==> src/rtl/fetch_pc_unit.sv <==
// fetch_pc_unit: PC/IR stage of the five-phase multicycle core; FETCH_PC_RETIRE_CNT_EN builds the retire counter.
module fetch_pc_unit #(
  parameter int DW = 16,
  parameter int AW = 16,
  parameter int RESET_PC = 0,
  parameter logic [4:0] HLT_OP = 5'h1F
) (
  input  logic          clk,
  input  logic          n_rst,
  input  logic [4:0]    phase,
  output logic [AW-1:0] imem_addr,
  output logic          imem_rd,
  input  logic [DW-1:0] imem_rdata,
  input  logic          br_taken,
  input  logic [AW-1:0] br_target,
  output logic [AW-1:0] pc,
  output logic [AW-1:0] npc,
  output logic [DW-1:0] ir,
  output logic          hlt,
  output logic          phase_err,
  output logic [31:0]   retired
);
  logic legal, is_hlt, retire;
  always_comb begin
    legal = (phase & (phase - 5'd1)) == 5'd0;
    is_hlt = ir[DW-1:DW-5] == HLT_OP;
    retire = legal & phase[4];
    npc = pc + AW'(1);
    imem_addr = pc;
    imem_rd = legal & phase[0];
    hlt = retire & is_hlt;
  end
  always_ff @(posedge clk) begin
    if (!n_rst) begin
      pc <= AW'(RESET_PC);
      ir <= '0;
      phase_err <= 1'b0;
    end else if (!legal) begin
      phase_err <= 1'b1;
    end else begin
      if (phase[0]) ir <= imem_rdata;
      if (retire && !is_hlt) pc <= br_taken ? br_target : npc;
    end
  end
`ifdef FETCH_PC_RETIRE_CNT_EN
  always_ff @(posedge clk) begin
    if (!n_rst) retired <= '0;
    else if (retire) retired <= retired + 32'd1;
  end
`else
  assign retired = '0;
`endif
endmodule

==> config.mk <==
export PLATFORM = sky130hd
export DESIGN_NAME = fetch_pc_unit
export DESIGN_NICKNAME = d
export VERILOG_FILES = /design/src/rtl/fetch_pc_unit.sv
export SDC_FILE = /design/constraint.sdc
export NUM_CORES = 1
export LEC_CHECK = 0
export CORE_UTILIZATION = 40
export DETAILED_ROUTE_END_ITERATION = 8
export PLACE_DENSITY = 0.87
export RECOVER_POWER = 25
export REMOVE_ABC_BUFFERS = 1
export SYNTH_ARGS = -nofsm -noshare
export SYNTH_HDL_FRONTEND = slang
export SYNTH_SLANG_ARGS = --single-unit
==> constraint.sdc <==
create_clock -name clk -period 4.3 [get_ports clk]
set_clock_uncertainty 0.05 [all_clocks]
set_input_delay 1.075 -clock clk [delete_from_list [all_inputs] [get_ports clk]]
set_output_delay 1.075 -clock clk [all_outputs]
set_load 0.005 [all_outputs]
======== Word-level counts from Yosys, hierarchy flattened ========
Cells that the tools add are included.
cells by class
  reductions and logical operators ........ 5
  muxes and demuxes ....................... 1
  add/subtract/negate cells ............... 2
  eq/ne operators ......................... 1
  bitwise gates (word level) .............. 4
operators by type and width
  kind                     number
  $add A16 B1 Y16 const B  1
  $mux W16                 1
  $and A5 B5 Y5            1
  $eq A5 B5 Y1 const B     1
  $logic_not A5 Y1         1
  $sub A5 B1 Y5 const B    1
  $reduce_and A2 Y1        2
  $and A1 B1 Y1            3
  $logic_and A1 B1 Y1      1
  $logic_not A1 Y1         1
word-level totals
  input bits .............................. 40
  register bits ........................... 33
  output and inout port bits .............. 99

======== Logic depth before layout (Yosys ltp) ========
Gate-level depths: netlist of run 1.
  depth after elaboration ................. 6
  gate-level depth with buffers ........... 7

======== Worst setup path after synthesis of run 1 ========
OpenSTA, ideal clock, no wires.
  path type ............................... input -> output
  start ................................... input phase[1]
  end ..................................... output imem_rd
  setup slack ............................. 1.061 ns
  data arrival time ....................... 2.114 ns
  buffers on the path ..................... 2
  required time ........................... 3.175 ns
  stages .................................. 5
  cell sequence ........................... or3_1 or3b_1 buf_6 clkinv_4 buf_12
between the ends
  cells in the longest elaborated chain, start to end .. 4
ends and longest elaborated chain
  item                line  source
  from (decl)         10    input logic [4:0] phase,
  $sub A5 B1 Y5       25    legal = (phase & (phase - 5'd1)) == 5'd0;
  $and A5 B5 Y5 *     25
  $logic_not A5 Y1 *  25
  $and A1 B1 Y1 *     30    imem_rd = legal & phase[0];
  to (decl)           12    output logic imem_rd,
Every way passes the cells marked *; elsewhere a longest branch is shown, timed or not.

======== Worst setup path in the final report of run 1 ========
Same ends and word-level chain as after synthesis.

==> reports/metrics.cfg, run 1 <==
[outcome]
status = finished clean

[clock_tree]
ctsRootBufferMaster = clkbuf_8
ctsHtreeMaxLevel = 2
clk_pin_slew_ns = 0.06
cts_sinks = 33
hold_buffers = 0
clk-insertion-delay-late_ns = 0.28
cts_tree = done
cts_buffers = 5
postCtsSetupRepairBufs = 0
clock_path_buffers = 2
cts_resized = 0

[die]
placementRows = 26
initial_core_util_pct = 42.4
die_w_um = 76.3
core_area_um2 = 5200
io_pins = 139
dieHeight_um = 76.3
die_area_um2 = 5820

[synth]
synth-async-reset-ratio_pct = 0
synth_edf_count = 0
synth_cell_types = 52
synth_top_cell_by_area = dfxtp_1
yosysMostFrequentCell = buf_4
synth-main-ff-cell = dfxtp_1
seq_area_frac_synth_pct = 29.9
syn-instance-count = 288
synth.area.top_cells = dfxtp_1 (30%), buf_4 (17%), nand2_1 (8.2%)
syn_area_um2 = 2210
ys_ff_latch = 33
synth_area_per_cell_um2 = 7.66
synth_common_cells = buf_4 (49), nand2_1 (48), dfxtp_1 (33), a21oi_1 (25), nand3_1 (16)
synth_top_area_share_pct = 29.9
yosysWarnings = 0

[layout]
fill_cells = 477
drive_gt1_share_pct = 5.39
antenna_cells = 0
nets = 412
multi_input_area_um2 = 1150
post-route-util_pct = 60.2
seqCellArea_um2 = 661
fin_area_um2 = 3140
syn2layout_area_growth_pct = 42.1

[global_routing]
grt-ovfl-total = 0
grt_max_degree = 26
grt_antenna_before_repair = 0
grt_pass1_wl_um = 9580
grt_usage_pct = 20.1
grt_pass1_vias = 2035

[timing]
relSlewSlack_pct = 46.7
fin_setup_tns_ns = 0
worstMarginPinSlew_ns = 0.799
hold_viol = 0
setup_viol_count_final = 0
rsz0062_at_grt = no
fmax_ghz = 0.246
finalCriticalPeriod_ns = 4.06
slew_violations = 0
fin_crit_sh_pct = 94.5

[routing]
wl_per_cell_um = 13.0
viasPerCell = 4.94
ant_nets = 0
drt_iter0_drc = 134
vias = 2179
drc = 0
firstDrtPassIters = 4
wl_um = 5740

[setup_path]
path_max_fanout = 3
critPathMaxStageDelay_ns = 0.49
required_ns = 3.17
worst_path_most_repeated_cell = clkdlybuf4s50_1
slowest_stage = clkdlybuf4s50_1
worstPathArrival_ns = 2.94
worstSetupPathType = in -> out
reg2reg_depth = 4
cp-start-kind = input port
path_cells = clkdlybuf4s50_1 -> or3_1 -> or3b_1 -> clkinv_4 -> clkdlybuf4s50_1
critPathCaptureType = output pin

[placement]
gp_congestion = 0.736
port_buffers = 106
place_area_um2 = 3050
hpwl_um = 4280

[min_path]
hold_class = reg -> reg
hold_path_depth = 2

[power]
vdd_drop_max_mv = 0.224
clkPwrFrac_pct = 36.8
p_leak_nw = 1.24
p_seq_share_pct = 48.8
netSwitchingFraction_pct = 23.8
powerDensity_nw_per_um2 = 205
p_int_mw = 0.490
combPwrFrac_pct = 14.4
netSwitchingPower_mw = 0.153

[job]
drv_cap = 0

## worst max-delay path, delay by kind of cell
family                 cells  cell delay, ns
AND/OR/NAND/NOR            2            0.85
buffers and inverters      3            1.01
## routing by layer
metal	part of all wire, %	global-route usage [%]
met1	40	22.3
met2	49	36.3
met3	10	7.78
met4	0.77	3.46
met5	0	0
## final timing paths
path,start,end,slack (ns)
max,phase[1],imem_rd,0.24
min,ir[5],ir[5],0.40
max reg2reg,imem_addr[2],imem_addr[15],2.33
min reg2reg,ir[5],ir[5],0.40
## metrics by stage
step	std cells	setup slack, ns	power, mW	hold WS, ns
2_1_floorplan	252	0.999	0.349	0.403
3_3_place_gp	434	0.246	0.413	0.391
3_5_place_dp	434	0.230	0.415	0.396
4_1_cts	441	0.220	0.652	0.404
5_1_grt	441	0.161	0.671	0.416
6_report	441	0.237	0.644	0.403
## cells in the final DEF, fill, tap and decap left out, drive strengths merged, types with 2 or more instances in the layout
cell type / netlist / routed
xnor2: 8 / 8
dlygate4sd3: 0 / 24
o221ai: 4 / 4
or2: 2 / 2
conb: 1 / 32
o211ai: 2 / 2
a21oi: 26 / 26
inv: 10 / 10
nand4: 5 / 5
nor2: 6 / 6
nor3: 9 / 9
o41ai: 2 / 2
buf: 57 / 6
nor4: 5 / 5
o21a: 5 / 5
clkdlybuf4s50: 0 / 82
or3b: 2 / 2
xor2: 4 / 4
nand2: 48 / 48
o31ai: 3 / 3
o32ai: 2 / 2
nand3: 16 / 16
dfxtp: 33 / 33
a22oi: 2 / 2
clkbuf: 10 / 7
a311oi: 2 / 2
o21ai: 6 / 6
## logic make-up after synthesis
kind of cell    share of synthesized area, %
simple gates                            22.3
flops                                   29.9
buf+inv                                 23.3
mux                                    0.454
xor+xnor                                4.76
fa+ha+maj                               1.02
compound gates                          18.1
other cells                            0.170
## flip-flops by register name, summed over array words and instances, names as in the netlist
| signal | flops |
|---|---|
| imem_addr | 16 |
| ir | 16 |
| phase_err | 1 |
## power by group through the flow
stage	combinational [mW]	sequential, mW	clock, mW
3_3_place_gp	0.0924	0.321	0
2_1_floorplan	0.0280	0.321	0
5_1_grt	0.102	0.315	0.255
3_5_place_dp	0.0937	0.321	0
4_1_cts	0.0943	0.314	0.243
6_report	0.0929	0.314	0.237
## layout make-up
class,instances,share of cell area [%]
inverters,11,1.48
repair buffers,112,35.3
flip-flops and latches,33,21.1
multi-input cells,208,36.6
well taps,70,2.79
clock buffers,7,2.75
Note: power is estimated with default switching activity, not from simulation.
==> inputs of run 2 (changes only) <==
--- a/config.mk
+++ b/config.mk
@@ -5,9 +5,10 @@
 export SDC_FILE = /design/constraint.sdc
 export NUM_CORES = 1
 export LEC_CHECK = 0
-export CORE_UTILIZATION = 40
+export CORE_ASPECT_RATIO = 2
+export CORE_UTILIZATION = 31
 export DETAILED_ROUTE_END_ITERATION = 8
-export PLACE_DENSITY = 0.87
+export PLACE_DENSITY = 0.7
 export RECOVER_POWER = 25
 export REMOVE_ABC_BUFFERS = 1
 export SYNTH_ARGS = -nofsm -noshare
==> reports/metrics.cfg, run 2 (same netlist as run 1, synthesis figures left out) <==
[power]
vdd_drop_max_mv = 0.211
clkPwrFrac_pct = 46.1
netSwitchingPower_mw = 0.167
p_leak_nw = 1.26
p_int_mw = 0.591
finalPower_mw = 0.758
powerDensity_nw_per_um2 = 236
netSwitchingFraction_pct = 22.0
combPwrFrac_pct = 12.4
p_seq_share_pct = 41.5

[die]
die_area_um2 = 7480
placementRows = 43
initial_core_util_pct = 32.0
dieHeight_um = 121
die_w_um = 61.7
core_area_um2 = 6890
io_pins = 139

[timing]
setup_viol_count_final = 0
fmax_ghz = 0.244
fin_crit_sh_pct = 95.2
worstMarginPinSlew_ns = 0.923
hold_slack_ns = 0.396
fin_setup_tns_ns = 0
finalCriticalPeriod_ns = 4.10
slew_violations = 0
hold_viol = 0
rsz0062_at_grt = no
worst_slack_ns = 0.205
relSlewSlack_pct = 38.4

[global_routing]
grt_antenna_before_repair = 0
grt_pass1_wl_um = 9470
use_met1_pct = 15.8
grt_max_degree = 26
grt_usage_pct = 17.0
grtUsageMet3_pct = 3.62
busiest_layer = met2
grt_pass1_vias = 2025
grt-ovfl-total = 0
grt_use_met2_pct = 32.0

[setup_path]
worstSetupPathType = in -> out
worstReg2RegStart = imem_addr[2]
path_max_fanout = 3
critPathCaptureType = output pin
cp-start-kind = input port
critPathMaxStageDelay_ns = 0.57
worstPathArrival_ns = 2.97
startpoint = phase[3]
slowest_stage = dlygate4sd3_1
path_cells = dlygate4sd3_1 -> or3_1 -> or3b_1 -> clkinv_4 -> clkdlybuf4s50_1
required_ns = 3.17

[layout]
fin_area_um2 = 3220
fill_cells = 736
syn2layout_area_growth_pct = 45.7
drive_gt1_share_pct = 5.39
instances_no_fill = 461
antenna_cells = 0
final_cell_mix = clkdlybuf4s50_1 (81), nand2_1 (48), dfxtp_1 (33), conb_1 (32)
final_common_cell = clkdlybuf4s50_1
post-route-util_pct = 46.7
nets = 412

[clock_tree]
cts_sinks = 33
hold_buffers = 0
cts_resized = 0
clk-insertion-delay-late_ns = 0.27
cts_tree = done
cts_buffers = 5
clock_path_buffers = 2
clk_pin_slew_ns = 0.05
ctsHtreeMaxLevel = 2
ctsRootBufferMaster = clkbuf_16
postCtsSetupRepairBufs = 0

[placement]
hpwl_um = 4760
gp_congestion = 0.827
pre_cts_ws_ns = 0.280
dp_cells = 454
port_buffers = 106
place_area_um2 = 3070

[min_path]
hold_class = reg -> reg
hp-start = ir[9]

[routing]
ant_nets = 0
firstDrtPassIters = 4
drc = 0
drt_iter0_drc = 121
viasPerCell = 4.88
vias = 2248
wl_um = 6040
wl_per_cell_um = 13.1

[job]
drv_cap = 0

[outcome]
status = finished clean

==> run 2: critical path, delay by kind of cell <==
family / cells / cell delay [ns]
simple gates: 2 / 0.77
buf+inv: 3 / 1.13
==> run 2: power groups by stage <==
| stage | sequential, mW | clock (mW) | combinational (mW) |
|---|---|---|---|
| 5_1_grt | 0.315 | 0.371 | 0.104 |
| 6_report | 0.315 | 0.349 | 0.0940 |
| 2_1_floorplan | 0.321 | 0 | 0.0280 |
| 4_1_cts | 0.315 | 0.361 | 0.0958 |
| 3_3_place_gp | 0.321 | 0 | 0.0944 |
| 3_5_place_dp | 0.321 | 0 | 0.0954 |
==> run 2: path summary, 6_finish.rpt <==
| path | to | slack (ns) | cells after the start |
|---|---|---|---|
| min reg2reg | ir[9] | 0.40 | 2 |
| max reg2reg | imem_addr[13] | 2.32 | 4 |
| min | ir[9] | 0.40 | 2 |
| max | imem_rd | 0.20 | 5 |
==> run 2: layer usage <==
layer	up-vias	share of wire [%]
met5	-	0
met4	0	3.2
met3	16	6.5
met2	130	57
met1	1016	33
li1	1086	-
==> run 2: cell type report <==
| class | instances | area, um2 | area share, % |
|---|---|---|---|
| clock buffers | 7 | 143 | 4.43 |
| inverters | 11 | 46.3 | 1.44 |
| multi-input cells | 208 | 1150 | 35.7 |
| flip-flops and latches | 33 | 661 | 20.5 |
| well taps | 90 | 113 | 3.50 |
| repair buffers | 112 | 1110 | 34.4 |
==> inputs of run 3 (changes only) <==
--- a/config.mk
+++ b/config.mk
@@ -7,6 +7,7 @@
 export LEC_CHECK = 0
 export CORE_ASPECT_RATIO = 2
 export CORE_UTILIZATION = 31
+export CTS_CLUSTER_DIAMETER = 120
 export DETAILED_ROUTE_END_ITERATION = 8
 export PLACE_DENSITY = 0.7
 export RECOVER_POWER = 25
==> results of run 3 <==
Same layout as run 2: the final DEF is identical, and so are final timing and power.
